<file path="config.mk">
export PLATFORM = sky130hd
export DESIGN_NAME = timer_nbit_pwm
export DESIGN_NICKNAME = d
export VERILOG_FILES = /design/src/rtl/timer_nbit_pwm_pkg.sv /design/src/rtl/timer_nbit_pwm_prescaler.sv /design/src/rtl/timer_nbit_pwm.sv
export SDC_FILE = /design/constraint.sdc
export NUM_CORES = 1
export LEC_CHECK = 0
export BUFFER_PORTS_ARGS = -buffer_cell sky130_fd_sc_hd__buf_2
export CORE_MARGIN = 2
export CORE_UTILIZATION = 45
export CTS_BUF_LIST = sky130_fd_sc_hd__clkbuf_4 sky130_fd_sc_hd__clkbuf_8 sky130_fd_sc_hd__clkbuf_16
export CTS_CLUSTER_DIAMETER = 40
export DETAILED_ROUTE_END_ITERATION = 7
export PLACE_DENSITY = 0.73
export SYNTH_ARGS = -nofsm -noshare
export SYNTH_HDL_FRONTEND = slang
export SYNTH_SLANG_ARGS = --single-unit
</file>
<file path="constraint.sdc">
create_clock -name sysClock -period 2.8 [get_ports sysClock]
set_input_delay 0.42 -clock sysClock [delete_from_list [all_inputs] [get_ports sysClock]]
set_output_delay 0.42 -clock sysClock [all_outputs]
set_load 0.01 [all_outputs]
</file>
<file path="src/rtl/timer_nbit_pwm_pkg.sv">
// Shared definitions for the N-bit PWM timer family: waveform modes, clock
// select codes, control/flag register bit positions and small helpers.
package timer_nbit_pwm_pkg;

  typedef enum logic [1:0] {
    MODE_NORMAL = 2'b00,
    MODE_PC     = 2'b01,
    MODE_CTC    = 2'b10,
    MODE_FAST   = 2'b11
  } mode_e;

  localparam logic [2:0] CS_STOP     = 3'd0;
  localparam logic [2:0] CS_DIV1     = 3'd1;
  localparam logic [2:0] CS_DIV8     = 3'd2;
  localparam logic [2:0] CS_DIV64    = 3'd3;
  localparam logic [2:0] CS_DIV256   = 3'd4;
  localparam logic [2:0] CS_DIV1024  = 3'd5;
  localparam logic [2:0] CS_EXT_FALL = 3'd6;
  localparam logic [2:0] CS_EXT_RISE = 3'd7;

  localparam int TCCR_FOC    = 7;
  localparam int TCCR_WGM0   = 6;
  localparam int TCCR_COM_HI = 5;
  localparam int TCCR_COM_LO = 4;
  localparam int TCCR_WGM1   = 3;
  localparam int TIMSK_TOIE  = 0;
  localparam int TIMSK_OCIE  = 1;
  localparam int TIFR_TOV    = 0;
  localparam int TIFR_OCF    = 1;

  localparam logic [1:0] COM_OFF    = 2'b00;
  localparam logic [1:0] COM_TOGGLE = 2'b01;
  localparam logic [1:0] COM_CLEAR  = 2'b10;
  localparam logic [1:0] COM_SET    = 2'b11;

  // Waveform mode encoded in a TCCR value.
  function automatic mode_e mode_of(input logic [7:0] tccr);
    return mode_e'({tccr[TCCR_WGM1], tccr[TCCR_WGM0]});
  endfunction

  // PWM modes double-buffer OCR and ignore FOC.
  function automatic logic is_pwm(input mode_e m);
    return (m == MODE_PC) || (m == MODE_FAST);
  endfunction

  // Output-compare pin action for normal/CTC modes on a match or forced compare.
  function automatic logic oc_match_action(input logic [1:0] com, input logic oc);
    logic res;
    case (com)
      COM_OFF:    res = 1'b0;
      COM_TOGGLE: res = ~oc;
      COM_CLEAR:  res = 1'b0;
      COM_SET:    res = 1'b1;
      default:    res = 1'b0;
    endcase
    return res;
  endfunction

endpackage

</file>
<file path="src/rtl/timer_nbit_pwm_prescaler.sv">
// Clock prescaler for the timer family: divides sysClock by 1/8/64/256/1024
// or detects edges on the external count pin, producing a one-cycle tick.
module timer_prescaler
  import timer_nbit_pwm_pkg::*;
#(
  parameter int PRE_W = 10
) (
  input  logic       clk,
  input  logic       rst_n,
  input  logic [2:0] cs,
  input  logic       t_in,
  output logic       tick
);

  logic [PRE_W-1:0] pre_r;
  logic [PRE_W-1:0] div_mask_s;
  logic [1:0]       sync_r;
  logic             prev_r;
  logic             run_s;

  // Divider only runs for the internal divide-by settings; otherwise held at zero.
  assign run_s = (cs >= CS_DIV1) && (cs <= CS_DIV1024);

  // Free-running prescaler counter.
  always_ff @(posedge clk or negedge rst_n) begin
    if (!rst_n) begin
      pre_r <= '0;
    end else if (run_s) begin
      pre_r <= pre_r + PRE_W'(1);
    end else begin
      pre_r <= '0;
    end
  end

  // Two-flop synchroniser plus previous-value flop for edge detection on T_in.
  always_ff @(posedge clk or negedge rst_n) begin
    if (!rst_n) begin
      sync_r <= 2'b00;
      prev_r <= 1'b0;
    end else begin
      sync_r <= {sync_r[0], t_in};
      prev_r <= sync_r[1];
    end
  end

  // Tick selection: divider terminal count or synchronised pin edge.
  always_comb begin
    div_mask_s = '0;
    tick       = 1'b0;
    case (cs)
      CS_STOP:     tick = 1'b0;
      CS_DIV1:     tick = 1'b1;
      CS_DIV8: begin
        div_mask_s = PRE_W'(7);
        tick       = ((pre_r & div_mask_s) == div_mask_s);
      end
      CS_DIV64: begin
        div_mask_s = PRE_W'(63);
        tick       = ((pre_r & div_mask_s) == div_mask_s);
      end
      CS_DIV256: begin
        div_mask_s = PRE_W'(255);
        tick       = ((pre_r & div_mask_s) == div_mask_s);
      end
      CS_DIV1024: begin
        div_mask_s = PRE_W'(1023);
        tick       = ((pre_r & div_mask_s) == div_mask_s);
      end
      CS_EXT_FALL: tick = prev_r & ~sync_r[1];
      CS_EXT_RISE: tick = sync_r[1] & ~prev_r;
      default:     tick = 1'b0;
    endcase
  end

endmodule

</file>
<file path="src/rtl/timer_nbit_pwm.sv">
// WIDTH-bit timer/counter with prescaler, four waveform modes, double-buffered
// compare register, compare output pin and overflow/compare interrupt requests.
module timer_nbit_pwm
  import timer_nbit_pwm_pkg::*;
#(
  parameter int WIDTH = 8,
  parameter int PRE_W = 10
) (
  input  logic             sysClock,
  input  logic             rst_n,
  input  logic             T_in,
  input  logic [WIDTH-1:0] TCNT_data,
  input  logic [WIDTH-1:0] OCR_input,
  input  logic [7:0]       TCCR_input,
  input  logic [7:0]       TIMSK_input,
  input  logic [7:0]       TIFR_input,
  input  logic             TCNT_write_enable,
  input  logic             OCR_write_enable,
  input  logic             TCCR_write_enable,
  input  logic             TIMSK_write_enable,
  input  logic             TIFR_write_enable,
  input  logic             clear_count,
  output logic [WIDTH-1:0] TCNT_output,
  output logic [WIDTH-1:0] OCR_output,
  output logic [7:0]       TCCR_output,
  output logic [7:0]       TIMSK_output,
  output logic [7:0]       TIFR_output,
  output logic             OC_out,
  output logic             irq_ovf,
  output logic             irq_cmp
);

  localparam logic [WIDTH-1:0] MAX_V  = {WIDTH{1'b1}};
  localparam logic [WIDTH-1:0] ZERO_V = {WIDTH{1'b0}};
  localparam logic [WIDTH-1:0] ONE_V  = WIDTH'(1);

  logic [WIDTH-1:0] tcnt_r, ocr_buf_r, ocr_act_r;
  logic [7:0]       tccr_r, timsk_r, tifr_r;
  logic             oc_r, dir_down_r;

  logic [WIDTH-1:0] tcnt_nxt_s, ocr_buf_nxt_s, ocr_act_nxt_s;
  logic [7:0]       tccr_nxt_s, timsk_nxt_s, tifr_nxt_s;
  logic             oc_nxt_s, dir_down_nxt_s;

  logic             tick_s, cnt_tick_s, match_s, at_max_s, at_zero_s;
  logic             tov_set_s, foc_s, pc_down_s;
  logic [1:0]       com_s;
  mode_e            mode_s;

  timer_prescaler #(.PRE_W(PRE_W)) u_prescaler (
    .clk   (sysClock),
    .rst_n (rst_n),
    .cs    (tccr_r[2:0]),
    .t_in  (T_in),
    .tick  (tick_s)
  );

  assign mode_s     = mode_of(tccr_r);
  assign com_s      = tccr_r[TCCR_COM_HI:TCCR_COM_LO];
  assign at_max_s   = (tcnt_r == MAX_V);
  assign at_zero_s  = (tcnt_r == ZERO_V);
  // A counter write or clear owns the cycle: no counting and no compare match.
  assign cnt_tick_s = tick_s & ~clear_count & ~TCNT_write_enable;
  assign match_s    = cnt_tick_s & (tcnt_r == ocr_act_r);
  // FOC only acts when both the current and the written mode are non-PWM.
  assign foc_s      = TCCR_write_enable & TCCR_input[TCCR_FOC]
                      & ~is_pwm(mode_of(TCCR_input)) & ~is_pwm(mode_s);
  // Direction the phase-correct counter is heading after this tick; a match
  // at the turning points belongs to the new direction.
  assign pc_down_s  = at_max_s ? 1'b1 : (at_zero_s ? 1'b0 : dir_down_r);

  // Counter and direction next-state.
  always_comb begin
    tcnt_nxt_s     = tcnt_r;
    dir_down_nxt_s = dir_down_r;
    tov_set_s      = 1'b0;
    if (clear_count) begin
      tcnt_nxt_s = ZERO_V;
    end else if (TCNT_write_enable) begin
      tcnt_nxt_s = TCNT_data;
    end else if (cnt_tick_s) begin
      case (mode_s)
        MODE_CTC: begin
          if (match_s) begin
            tcnt_nxt_s = ZERO_V;
          end else if (at_max_s) begin
            tcnt_nxt_s = ZERO_V;
            tov_set_s  = 1'b1;
          end else begin
            tcnt_nxt_s = tcnt_r + ONE_V;
          end
        end
        MODE_PC: begin
          if (dir_down_r) begin
            if (at_zero_s) begin
              dir_down_nxt_s = 1'b0;
              tcnt_nxt_s     = ONE_V;
              tov_set_s      = 1'b1;
            end else begin
              tcnt_nxt_s = tcnt_r - ONE_V;
            end
          end else begin
            if (at_max_s) begin
              dir_down_nxt_s = 1'b1;
              tcnt_nxt_s     = MAX_V - ONE_V;
            end else begin
              tcnt_nxt_s = tcnt_r + ONE_V;
            end
          end
        end
        default: begin
          if (at_max_s) begin
            tcnt_nxt_s = ZERO_V;
            tov_set_s  = 1'b1;
          end else begin
            tcnt_nxt_s = tcnt_r + ONE_V;
          end
        end
      endcase
    end else begin
      tcnt_nxt_s = tcnt_r;
    end
    // A mode change keeps the count but always restarts counting upward.
    if (TCCR_write_enable && (mode_of(TCCR_input) != mode_s)) begin
      dir_down_nxt_s = 1'b0;
    end else begin
      dir_down_nxt_s = dir_down_nxt_s;
    end
  end

  // Compare register buffering and control/flag register next-state.
  always_comb begin
    ocr_buf_nxt_s = OCR_write_enable ? OCR_input : ocr_buf_r;
    ocr_act_nxt_s = ocr_act_r;
    if (is_pwm(mode_s)) begin
      if (cnt_tick_s && at_max_s) begin
        ocr_act_nxt_s = ocr_buf_r;
      end else begin
        ocr_act_nxt_s = ocr_act_r;
      end
    end else if (OCR_write_enable) begin
      ocr_act_nxt_s = OCR_input;
    end else begin
      ocr_act_nxt_s = ocr_act_r;
    end
    tccr_nxt_s  = TCCR_write_enable ? {1'b0, TCCR_input[6:0]} : tccr_r;
    timsk_nxt_s = TIMSK_write_enable ? TIMSK_input : timsk_r;
    // Software clear first, hardware set last so a same-cycle set wins.
    tifr_nxt_s  = TIFR_write_enable ? (tifr_r & ~TIFR_input) : tifr_r;
    tifr_nxt_s[TIFR_TOV] = tifr_nxt_s[TIFR_TOV] | tov_set_s;
    tifr_nxt_s[TIFR_OCF] = tifr_nxt_s[TIFR_OCF] | match_s;
  end

  // Compare output pin next-state for each waveform mode.
  always_comb begin
    oc_nxt_s = oc_r;
    case (mode_s)
      MODE_FAST: begin
        case (com_s)
          COM_CLEAR: begin
            if (cnt_tick_s && at_max_s) oc_nxt_s = 1'b1;
            else if (match_s)           oc_nxt_s = 1'b0;
            else                        oc_nxt_s = oc_r;
          end
          COM_SET: begin
            if (cnt_tick_s && at_max_s) oc_nxt_s = 1'b0;
            else if (match_s)           oc_nxt_s = 1'b1;
            else                        oc_nxt_s = oc_r;
          end
          default: oc_nxt_s = 1'b0;
        endcase
      end
      MODE_PC: begin
        case (com_s)
          COM_CLEAR: begin
            if (match_s) oc_nxt_s = pc_down_s;
            else         oc_nxt_s = oc_r;
          end
          COM_SET: begin
            if (match_s) oc_nxt_s = ~pc_down_s;
            else         oc_nxt_s = oc_r;
          end
          default: oc_nxt_s = 1'b0;
        endcase
      end
      default: begin
        if (foc_s)                 oc_nxt_s = oc_match_action(TCCR_input[TCCR_COM_HI:TCCR_COM_LO], oc_r);
        else if (match_s)          oc_nxt_s = oc_match_action(com_s, oc_r);
        else if (com_s == COM_OFF) oc_nxt_s = 1'b0;
        else                       oc_nxt_s = oc_r;
      end
    endcase
  end

  // Timer state registers.
  always_ff @(posedge sysClock or negedge rst_n) begin
    if (!rst_n) begin
      tcnt_r     <= ZERO_V;
      ocr_buf_r  <= ZERO_V;
      ocr_act_r  <= ZERO_V;
      tccr_r     <= 8'h00;
      timsk_r    <= 8'h00;
      tifr_r     <= 8'h00;
      oc_r       <= 1'b0;
      dir_down_r <= 1'b0;
    end else begin
      tcnt_r     <= tcnt_nxt_s;
      ocr_buf_r  <= ocr_buf_nxt_s;
      ocr_act_r  <= ocr_act_nxt_s;
      tccr_r     <= tccr_nxt_s;
      timsk_r    <= timsk_nxt_s;
      tifr_r     <= tifr_nxt_s;
      oc_r       <= oc_nxt_s;
      dir_down_r <= dir_down_nxt_s;
    end
  end

  assign TCNT_output  = tcnt_r;
  assign OCR_output   = ocr_buf_r;
  assign TCCR_output  = tccr_r;
  assign TIMSK_output = timsk_r;
  assign TIFR_output  = tifr_r;
  assign OC_out       = oc_r;
  assign irq_ovf      = tifr_r[TIFR_TOV] & timsk_r[TIMSK_TOIE];
  assign irq_cmp      = tifr_r[TIFR_OCF] & timsk_r[TIMSK_OCIE];

endmodule

</file>
==> results.json, run 1 <==
{
  "min_to": "u_prescaler.sync_r[0]$_DFF_PN0_",
  "diodes": 0,
  "synth.avg_cell_area_sq_um": 9.665,
  "slew_violations": 0,
  "clock.fmax_ghz": 0.3906,
  "gr-usage-met3_pct": 4.674,
  "insertion_delay_ns": 0.35,
  "mostFrequentLayoutCells": "buf_2 (90), dfrtp_1 (62), nand2_1 (30)",
  "whs_ns": 0.1839,
  "finalCriticalPeriod_ns": 2.560,
  "mappedNetlistArea_sq_um": 3615,
  "postPlaceCellArea_sq_um": 4178,
  "worstReg2RegEnd": "TCNT_output[6]$_DFFE_PN0P_",
  "reg2regPathDepth": 7,
  "final.setup_skew_ns": 0.01171,
  "p_total_uw": 2529,
  "crit_required_ns": 3.03,
  "rrSetupSlack_ns": 0.24,
  "cts_tree": "done",
  "met1_usage_pct": 28.04,
  "antenna_found_initial": 0,
  "multiInputGateArea_sq_um": 1889,
  "core-area_sq_um": 7767,
  "grt_start_max_net_pins": 38,
  "final_area_sq_um": 4431,
  "synthCells": 374,
  "initialDrtViolationCount": 175,
  "seq_area_sq_um": 1551,
  "portBuffers": 90,
  "synth-edff-count": 0,
  "cts_buffers": 9,
  "die_h_microns": 93.63,
  "wirelength_microns": 9095,
  "antenna_left": 0,
  "clkSlewWorstSetupHoldPaths_ns": 0.07,
  "worstPathMaxFanout": 11,
  "fill_cells": 721,
  "status": "completed",
  "gp_congestion": 0.9166,
  "yosysSeqAreaShare_pct": 42.92,
  "setup_viol": 0,
  "hp-class": "in -> reg",
  "die_w_microns": 93.63,
  "clock_path_buffers": 2,
  "syn2layout_area_growth_pct": 22.57,
  "crit_arrival_ns": 2.79,
  "ys_top_cells_by_area": "dfrtp_1 (43%), mux2_2 (6.2%), nand2_1 (3.1%), o21ai_0 (2.9%), ha_1 (2.8%)",
  "rsz0062_at_grt": "no",
  "drcViolationCount": 0,
  "criticalPathCategory": "reg -> reg",
  "synth_top_area_cell": "dfrtp_1",
  "detailedRoute.firstPassIterationCount": 4,
  "end_kind": "flop",
  "ctsHtreeMaxLevel": 3,
  "worst_pin_slew_ns": 0.6200,
  "dp_slack_ns": 0.2939,
  "grt_usage_pct": 21.64,
  "vdd_drop_max_uv": 366.4,
  "final_common_cell": "buf_2",
  "synth_top_area_share_pct": 42.92,
  "initial_core_util_pct": 46.54,
  "hp-start": "T_in",
  "fin_crit_sh_pct": 91.44,
  "grt_pass1_vias": 3039,
  "drive_above_1_share_pct": 31.91,
  "vias": 3166,
  "clockRootBuffer": "clkbuf_8",
  "grt_first_pass_wirelength_microns": 14760,
  "powerDensity_nw_per_um2": 570.8,
  "start_kind": "flop",
  "globalRoute.busiestLayer": "met2",
  "yosysWarnings": 0,
  "dieArea_sq_um": 8766,
  "power_leakage_uw": 0.002113,
  "slew_headroom_pct": 58.53,
  "grt_use_met2_pct": 35.55,
  "hold_viol_final": 0,
  "avgRoutedWirePerCell_microns": 15.90,
  "grt_overflow": 0,
  "reg2reg_from": "u_prescaler.pre_r[0]$_DFF_PN0_",
  "cts_sinks": 62,
  "syn_nets": 431,
  "tns_ns": 0,
  "holdPathStages": 1,
  "top_level_ports": 92,
  "cts_setup_buffers": 0,
  "cap_violations": 0,
  "nets": 522,
  "postLayoutSetupSlackWorst_ns": 0.2398,
  "synth-async-reset-ratio_pct": 100.0,
  "yosysUniqueCellTypes": 68,
  "synth_ff_type": "dfrtp_1",
  "post_drt_via_cell_ratio": 5.535,
  "ys_ff_latch": 62,
  "num_rows": 32,
  "hpwl_microns": 6671
}
[how the worst max path moves through the flow]
stage | endpoint | slack, ns | cells after the start | from
floorplan | OC_out$_DFFE_PN0P_ | 0.67 | 9 | TCCR_output[3]$_DFFE_PN0P_
global placement | TCNT_output[6]$_DFFE_PN0P_ | 0.39 | 7 | u_prescaler.pre_r[0]$_DFF_PN0_
detailed placement | TCNT_output[6]$_DFFE_PN0P_ | 0.29 | 7 | u_prescaler.pre_r[0]$_DFF_PN0_
CTS | TCNT_output[6]$_DFFE_PN0P_ | 0.27 | 7 | u_prescaler.pre_r[0]$_DFF_PN0_
global route | TCNT_output[6]$_DFFE_PN0P_ | 0.16 | 7 | u_prescaler.pre_r[0]$_DFF_PN0_
finish | TCNT_output[6]$_DFFE_PN0P_ | 0.24 | 7 | u_prescaler.pre_r[0]$_DFF_PN0_
[flip-flops by register name, indices dropped and copies added, names as in the netlist]
signal              count
TCCR_output             7
u_prescaler.pre_r      10
TIMSK_output            8
u_prescaler.prev_r      1
ocr_act_r               8
TIFR_output             8
OCR_output              8
TCNT_output             8
dir_down_r              1
u_prescaler.sync_r      2
OC_out                  1
[synth_stat cells (7+ instances only)]
| library cell | count |
|---|---|
| xor2_1 | 10 |
| clkbuf_1 | 12 |
| xnor2_1 | 8 |
| a21oi_1 | 17 |
| dfrtp_1 | 62 |
| o31ai_1 | 7 |
| ha_1 | 8 |
| nor2_1 | 25 |
| inv_1 | 19 |
| a21boi_0 | 9 |
| nand3_1 | 12 |
| nor3_1 | 9 |
| mux2_2 | 20 |
| o21ai_0 | 21 |
| mux2i_1 | 9 |
| nand2_1 | 30 |
[power breakdown]
group	internal (uW)	switching [uW]
registers	985	92.4
logic	214	268
clock network	602	368
[area by class of cell]
cell class	instances	area share [%]
clock inverters	6	2.457
multi-input cells	270	42.64
inverters	19	1.610
repair buffers	103	12.43
clock buffers	10	2.965
well taps	102	2.881
flip-flops and latches	62	35.02
[critical path, cell delays in order, from the launching register on]
cell,delay (ns)
dfrtp_1,0.41
ha_1,0.25
ha_1,0.19
a211o_1,0.24
a22o_2,0.33
a31oi_2,0.50
a221oi_1,0.20
o32ai_1,0.34
[logic make-up (layout without fill, tap and decap cells)]
group                    after synthesis  in the layout  share of synthesized area (%)
adder cells (fa/ha/maj)                8              8                          2.769
AO/OA/AOI/OAI                         99             99                          19.18
other                                  1              1                         0.1037
AND/OR/NAND/NOR                      115            115                          17.06
multiplexers                          29             29                          8.723
XOR/XNOR                              18             18                          4.361
flip-flops                            62             62                          42.92
buffers and inverters                 42            138                          4.881
[per-layer routing]
layer,wire (microns),part of all wire (%)
met3,514,5.7
met1,3850,42
met4,182,2.0
met5,0,0
met2,4546,50
[timing repair]
action | CTS | global route
resized for setup | 0 | 1
hold endpoints to repair | 6 | 0
hold buffers | 1 | 0
setup endpoints to repair | 0 | 6
[stage by stage]
step                      util (%)  cells
final                        57.04    572
after global routing         57.04    572
after CTS                    57.01    572
after detailed placement     53.79    555
after global placement       53.79    555
after floorplan                  -    374
No activity file was read; power rests on OpenSTA's default activity.
==> run 2: changes to the inputs <==
--- a/config.mk
+++ b/config.mk
@@ -6,12 +6,13 @@
 export NUM_CORES = 1
 export LEC_CHECK = 0
 export BUFFER_PORTS_ARGS = -buffer_cell sky130_fd_sc_hd__buf_2
-export CORE_MARGIN = 2
+export CORE_MARGIN = 10
 export CORE_UTILIZATION = 45
 export CTS_BUF_LIST = sky130_fd_sc_hd__clkbuf_4 sky130_fd_sc_hd__clkbuf_8 sky130_fd_sc_hd__clkbuf_16
 export CTS_CLUSTER_DIAMETER = 40
 export DETAILED_ROUTE_END_ITERATION = 7
 export PLACE_DENSITY = 0.73
+export SETUP_SLACK_MARGIN = 0.1
 export SYNTH_ARGS = -nofsm -noshare
 export SYNTH_HDL_FRONTEND = slang
 export SYNTH_SLANG_ARGS = --single-unit
==> results.json, run 2 (synthesis gave the netlist of run 1 again) <==
{
  "status": "completed",
  "crit_arrival_ns": 2.80,
  "hp-class": "in -> async",
  "detailedRoute.firstPassIterationCount": 4,
  "cts_sinks": 62,
  "rsz0062_at_grt": "no",
  "finalCriticalPeriod_ns": 2.555,
  "grt_start_max_net_pins": 37,
  "wirelength_microns": 10010,
  "mostFrequentLayoutCells": "buf_2 (90), dfrtp_1 (62), nand2_1 (30)",
  "grt_usage_pct": 16.70,
  "slew_violations": 0,
  "stdcell_count": 570,
  "antenna_left": 0,
  "drcViolationCount": 0,
  "clockRootBuffer": "clkbuf_8",
  "criticalPathCategory": "reg -> reg",
  "final_common_cell": "buf_2",
  "initialDrtViolationCount": 189,
  "timing.critical_path.mode_cell": "ha_1",
  "core-area_sq_um": 7767,
  "fin_crit_sh_pct": 91.26,
  "cts_buffers": 9,
  "grt_first_pass_wirelength_microns": 16090,
  "die_h_microns": 109.6,
  "start_kind": "flop",
  "powerDensity_nw_per_um2": 542.1,
  "largest-register": "u_prescaler.pre_r",
  "vias": 3265,
  "largest_reg_flops": 10,
  "fin_util_pct": 56.49,
  "crit_path_top_delay_cell": "a31oi_2",
  "initial_core_util_pct": 46.54,
  "slew_headroom_pct": 56.78,
  "avgRoutedWirePerCell_microns": 17.57,
  "clock_path_buffers": 2,
  "hpwl_microns": 7577,
  "end_kind": "flop",
  "die_w_microns": 109.6,
  "setup_viol": 0,
  "cts_tree": "done",
  "worstPathMaxFanout": 11,
  "post_drt_via_cell_ratio": 5.728,
  "gp_congestion": 0.8881,
  "tns_ns": 0,
  "placed_cells": 554,
  "clkSlewWorstSetupHoldPaths_ns": 0.08,
  "vdd_drop_max_uv": 353.2,
  "crit_required_ns": 3.05,
  "nets": 520,
  "clock.fmax_ghz": 0.3914,
  "crit_chain": "ha_1, ha_1, a211o_1, a22o_2, a31oi_2, a221oi_1, o32ai_1",
  "cts_resized": 0,
  "hold_viol_final": 0,
  "drive_above_1_share_pct": 31.84,
  "grt_pass1_vias": 3285,
  "top_level_ports": 92,
  "dieArea_sq_um": 12020,
  "insertion_delay_ns": 0.35,
  "diodes": 0,
  "syn2layout_area_growth_pct": 21.39,
  "cts_setup_buffers": 0,
  "final.setup_skew_ns": 0.01259,
  "cap_violations": 0,
  "worst_pin_slew_ns": 0.6463,
  "cts_hold_buffers": 0,
  "grt_overflow": 0,
  "power_leakage_uw": 0.002087,
  "antenna_found_initial": 0,
  "num_rows": 32,
  "portBuffers": 90,
  "slowest_delay_ns": 0.52,
  "ctsHtreeMaxLevel": 3
}
run 2: changes by cell type in the layout (fill, tap and decap cells not counted):
cell           before  now
buf_4              12   10
bufinv_16           3    1
a2111oi_0           1    0
a2111oi_1           0    1
buf_12              0    1
clkbuf_8            9   10
clkinvlp_4          0    1
dlygate4sd3_1       1    0
run 2: layout make-up:
class                      instances  area (sq um)
clock inverter                     5         56.30
clock buffer                      11         145.1
sequential                        62          1551
timing repair buffer             101         545.5
multi-input combinational        270          1891
tap                              102         127.6
fill                             700          3379
inverter                          19         71.32
run 2: where the power goes:
part,total [uW],switching [uW],internal [uW]
combinational,491,275,216
clock,806,361,445
sequential,1080,96.0,985
run 2: layer usage:
metal | share of wire [%] | GRT usage [%]
met4 | 2.6 | 6.506
met2 | 50 | 26.79
met5 | 0 | 0
met3 | 7.2 | 5.442
met1 | 41 | 20.42
run 2: worst max-delay path, delay by kind of cell, from the launching register on:
kind	cells	cell delay, ns
compound gates	5	1.60
fa+ha+maj	2	0.45
flops	1	0.41
run 2: worst paths after layout:
kind	startpoint	slack (ns)	endpoint	cells after the start
max	u_prescaler.pre_r[0]$_DFF_PN0_	0.24	TCNT_output[6]$_DFFE_PN0P_	7
min	rst_n	0.08	OCR_output[4]$_DFFE_PN0P_	1
max reg2reg	u_prescaler.pre_r[0]$_DFF_PN0_	0.24	TCNT_output[6]$_DFFE_PN0P_	7
min reg2reg	u_prescaler.sync_r[0]$_DFF_PN0_	0.36	u_prescaler.sync_r[1]$_DFF_PN0_	0
min in group sysClock	T_in	0.18	u_prescaler.sync_r[0]$_DFF_PN0_	1
max in group asynchronous	rst_n	2.10	u_prescaler.pre_r[0]$_DFF_PN0_	2
run 2: per-stage QoR:
stage	area [sq um]	power [uW]	setup slack, ns	hold WS (ns)
floorplan	3615	1388	0.6656	0.1244
global placement	4183	1569	0.4080	0.3401
detailed placement	4183	1590	0.2609	0.3426
CTS	4384	2397	0.2730	0.09716
global route	4388	2511	0.1537	0.1113
finish	4388	2379	0.2448	0.08001
==> run 3: changes to the inputs <==
--- a/config.mk
+++ b/config.mk
@@ -11,8 +11,9 @@
 export CTS_BUF_LIST = sky130_fd_sc_hd__clkbuf_4 sky130_fd_sc_hd__clkbuf_8 sky130_fd_sc_hd__clkbuf_16
 export CTS_CLUSTER_DIAMETER = 40
 export DETAILED_ROUTE_END_ITERATION = 7
-export PLACE_DENSITY = 0.73
+export PLACE_DENSITY = 0.74
 export SETUP_SLACK_MARGIN = 0.1
 export SYNTH_ARGS = -nofsm -noshare
 export SYNTH_HDL_FRONTEND = slang
+export SYNTH_HIERARCHICAL = 1
 export SYNTH_SLANG_ARGS = --single-unit
==> results.json, run 3 <==
{
  "status": "completed",
  "yosysUniqueCellTypes": 67,
  "reg2reg_from": "u_prescaler/pre_r[1]$_DFF_PN0_",
  "hpwl_microns": 6895,
  "top_level_ports": 92,
  "synth.avg_cell_area_sq_um": 9.943,
  "cap_violations": 0,
  "wl_met3_microns": 634,
  "vdd_drop_max_uv": 370.4,
  "dieArea_sq_um": 11870,
  "powerDensity_nw_per_um2": 579.6,
  "crit_path_start": "u_prescaler/pre_r[1]$_DFF_PN0_",
  "gp_congestion": 0.8864,
  "postPlaceCellArea_sq_um": 4088,
  "fin_util_pct": 57.08,
  "final_area_sq_um": 4410,
  "grt_pass1_vias": 3075,
  "mappedNetlistArea_sq_um": 3560,
  "worstReg2RegEnd": "TCNT_output[6]$_DFFE_PN0P_",
  "rsz0062_at_grt": "yes",
  "synth_top_area_cell": "dfrtp_1",
  "syn_nets": 415,
  "setup_viol": 0,
  "insertion_delay_ns": 0.35,
  "grt_usage_pct": 15.63,
  "final_common_cell": "buf_2",
  "grt_first_pass_wirelength_microns": 15010,
  "synth-async-reset-ratio_pct": 100.0,
  "die_w_microns": 108.9,
  "synth_ff_type": "dfrtp_1",
  "timing.critical_path.mode_cell": "nand3_1",
  "cts_sinks": 62,
  "synth_common_cells": "dfrtp_1 (62), nand2_1 (32), nor2_1 (31), mux2_2 (20), o21ai_0 (16)",
  "crit_path_top_delay_cell": "o41a_1",
  "largest_reg_flops": 10,
  "initial_core_util_pct": 46.07,
  "wirelength_met1_microns": 4157,
  "crit_arrival_ns": 2.79,
  "synth_top_area_share_pct": 43.59,
  "drive_above_1_share_pct": 35.73,
  "wirelength_microns": 9332,
  "vias": 3072,
  "yosysMostFrequentCell": "dfrtp_1",
  "portBuffers": 90,
  "mostFrequentLayoutCells": "buf_2 (90), dfrtp_1 (62), nand2_1 (32)",
  "ctsHtreeMaxLevel": 3,
  "slew_violations": 0,
  "start_kind": "flop",
  "diodes": 0,
  "clockRootBuffer": "clkbuf_8",
  "cp_num_cells": 11,
  "yosysSeqAreaShare_pct": 43.59,
  "whs_ns": 0.1781,
  "rrSetupSlack_ns": 0.22,
  "cts_tree": "done",
  "syn2layout_area_growth_pct": 23.90,
  "clock_path_buffers": 2,
  "grt_overflow": 0,
  "yosysWarnings": 6,
  "route.met2.wl_microns": 4412,
  "reg2regPathDepth": 11,
  "crit_required_ns": 3.01,
  "slowest_delay_ns": 0.50,
  "synthCells": 358,
  "criticalPathCategory": "reg -> reg",
  "dr.max_layer_used": "met4",
  "ys_ff_latch": 62,
  "hold_viol_final": 0,
  "slew_headroom_pct": 42.55,
  "initialDrtViolationCount": 184,
  "num_rows": 32,
  "largest-register": "u_prescaler/pre_r",
  "synth-edff-count": 0,
  "tns_ns": 0,
  "power_leakage_uw": 0.002039,
  "crit_end": "TCNT_output[6]$_DFFE_PN0P_",
  "avgRoutedWirePerCell_microns": 16.63,
  "end_kind": "flop",
  "worst_pin_slew_ns": 0.8617,
  "die_h_microns": 108.9,
  "antenna_found_initial": 0,
  "cts_buffers": 9,
  "grt_start_max_net_pins": 39,
  "clock.fmax_ghz": 0.3875,
  "detailedRoute.firstPassIterationCount": 4,
  "nets": 511,
  "core-area_sq_um": 7727,
  "hp-class": "in -> async",
  "worstPathMaxFanout": 7,
  "clkSlewWorstSetupHoldPaths_ns": 0.08,
  "ys_top_cells_by_area": "dfrtp_1 (44%), mux2_2 (6.3%), mux2i_1 (3.7%), nand2_1 (3.4%), nor2_1 (3.3%)",
  "final.setup_skew_ns": 0.01124,
  "antenna_left": 0,
  "fin_crit_sh_pct": 92.17,
  "finalCriticalPeriod_ns": 2.581,
  "critPathBufInv": 0,
  "crit_chain": "ha_2, ha_4, a21oi_1, o22ai_1, nand3_1, o211ai_1, nor3b_2, nand3_1, o41a_1, a2111oi_4, nor3_1",
  "post_drt_via_cell_ratio": 5.476,
  "drcViolationCount": 0,
  "critical-path-top-delay-family": "compound AO/OA/AOI/OAI gates",
  "p_total_uw": 2556
}
==> run 3: cell types whose count changed in the layout (fill, tap and decap cells not counted), sizes merged, moves of 3 or more <==
cell and change:
a21oi -4, a31oi -4, buf +5, inv -7, mux2i +4, nand2 +3
nand3 -3, nand4 +4, nor2 +9, nor4 -3, o2bb2ai +3, o31ai -4
xnor2 +4
==> run 3: logic make-up after synthesis <==
| family | synth area share (%) |
|---|---|
| AND/OR/NAND/NOR | 18.42 |
| AO/OA/AOI/OAI | 15.50 |
| flip-flops | 43.59 |
| multiplexers | 9.982 |
| buffers and inverters | 4.675 |
| XOR/XNOR | 4.921 |
| adder cells (fa/ha/maj) | 2.812 |
| other | 0.1053 |
==> run 3: stage by stage <==
stage / cells / worst slack (ns)
6_report: 561 / 0.2192
5_1_grt: 561 / 0.07636
4_1_cts: 558 / 0.1024
3_5_place_dp: 539 / 0.02709
3_3_place_gp: 539 / 0.1537
2_1_floorplan: 358 / 0.2717
==> run 3: repair_timing <==
action / CTS / global route
gates resized for setup: 1 / 8
hold buffers: 0 / 0
pin swaps: 2 / 8
setup endpoints to repair: 13 / 17
setup buffers: 3 / 3
==> run 3: worst min path at each step <==
stage,end,slack [ns],cells past startpoint
floorplan,OCR_output[0]$_DFFE_PN0P_,0.12,0
global placement,u_prescaler/sync_r[1]$_DFF_PN0_,0.33,0
detailed placement,u_prescaler/sync_r[1]$_DFF_PN0_,0.33,0
CTS,u_prescaler/sync_r[0]$_DFF_PN0_,0.17,1
global route,u_prescaler/sync_r[0]$_DFF_PN0_,0.18,1
finish,u_prescaler/pre_r[7]$_DFF_PN0_,0.18,1
==> run 3: layout make-up <==
| class | count | area [sq um] |
|---|---|---|
| repair buffers | 106 | 570.5 |
| clock inverters | 7 | 105.1 |
| multi-input cells | 264 | 1891 |
| flip-flops and latches | 62 | 1551 |
| fillers | 691 | 3317 |
| clock buffers | 9 | 123.9 |
| well taps | 102 | 127.6 |
| inverters | 11 | 41.29 |
==> run 3: worst register-to-register path: cells and delay by family, from the launching register on <==
family / cells / cell delay, ns
AO/OA/AOI/OAI: 5 / 1.22
adder cells (fa/ha/maj): 2 / 0.35
flip-flops: 1 / 0.36
AND/OR/NAND/NOR: 4 / 0.53
==> run 3: report_power, final <==
| part | internal [uW] | switching, uW |
|---|---|---|
| registers | 985 | 103 |
| logic | 266 | 291 |
| clock network | 513 | 398 |
| total | 1760 | 793 |
==> run 3: metal layers <==
| metal | track usage, % | vias to the layer above |
|---|---|---|
| li1 | - | 1478 |
| met5 | 0 | - |
| met3 | 3.127 | 10 |
| met2 | 25.32 | 105 |
| met4 | 6.403 | 0 |
| met1 | 19.94 | 1479 |
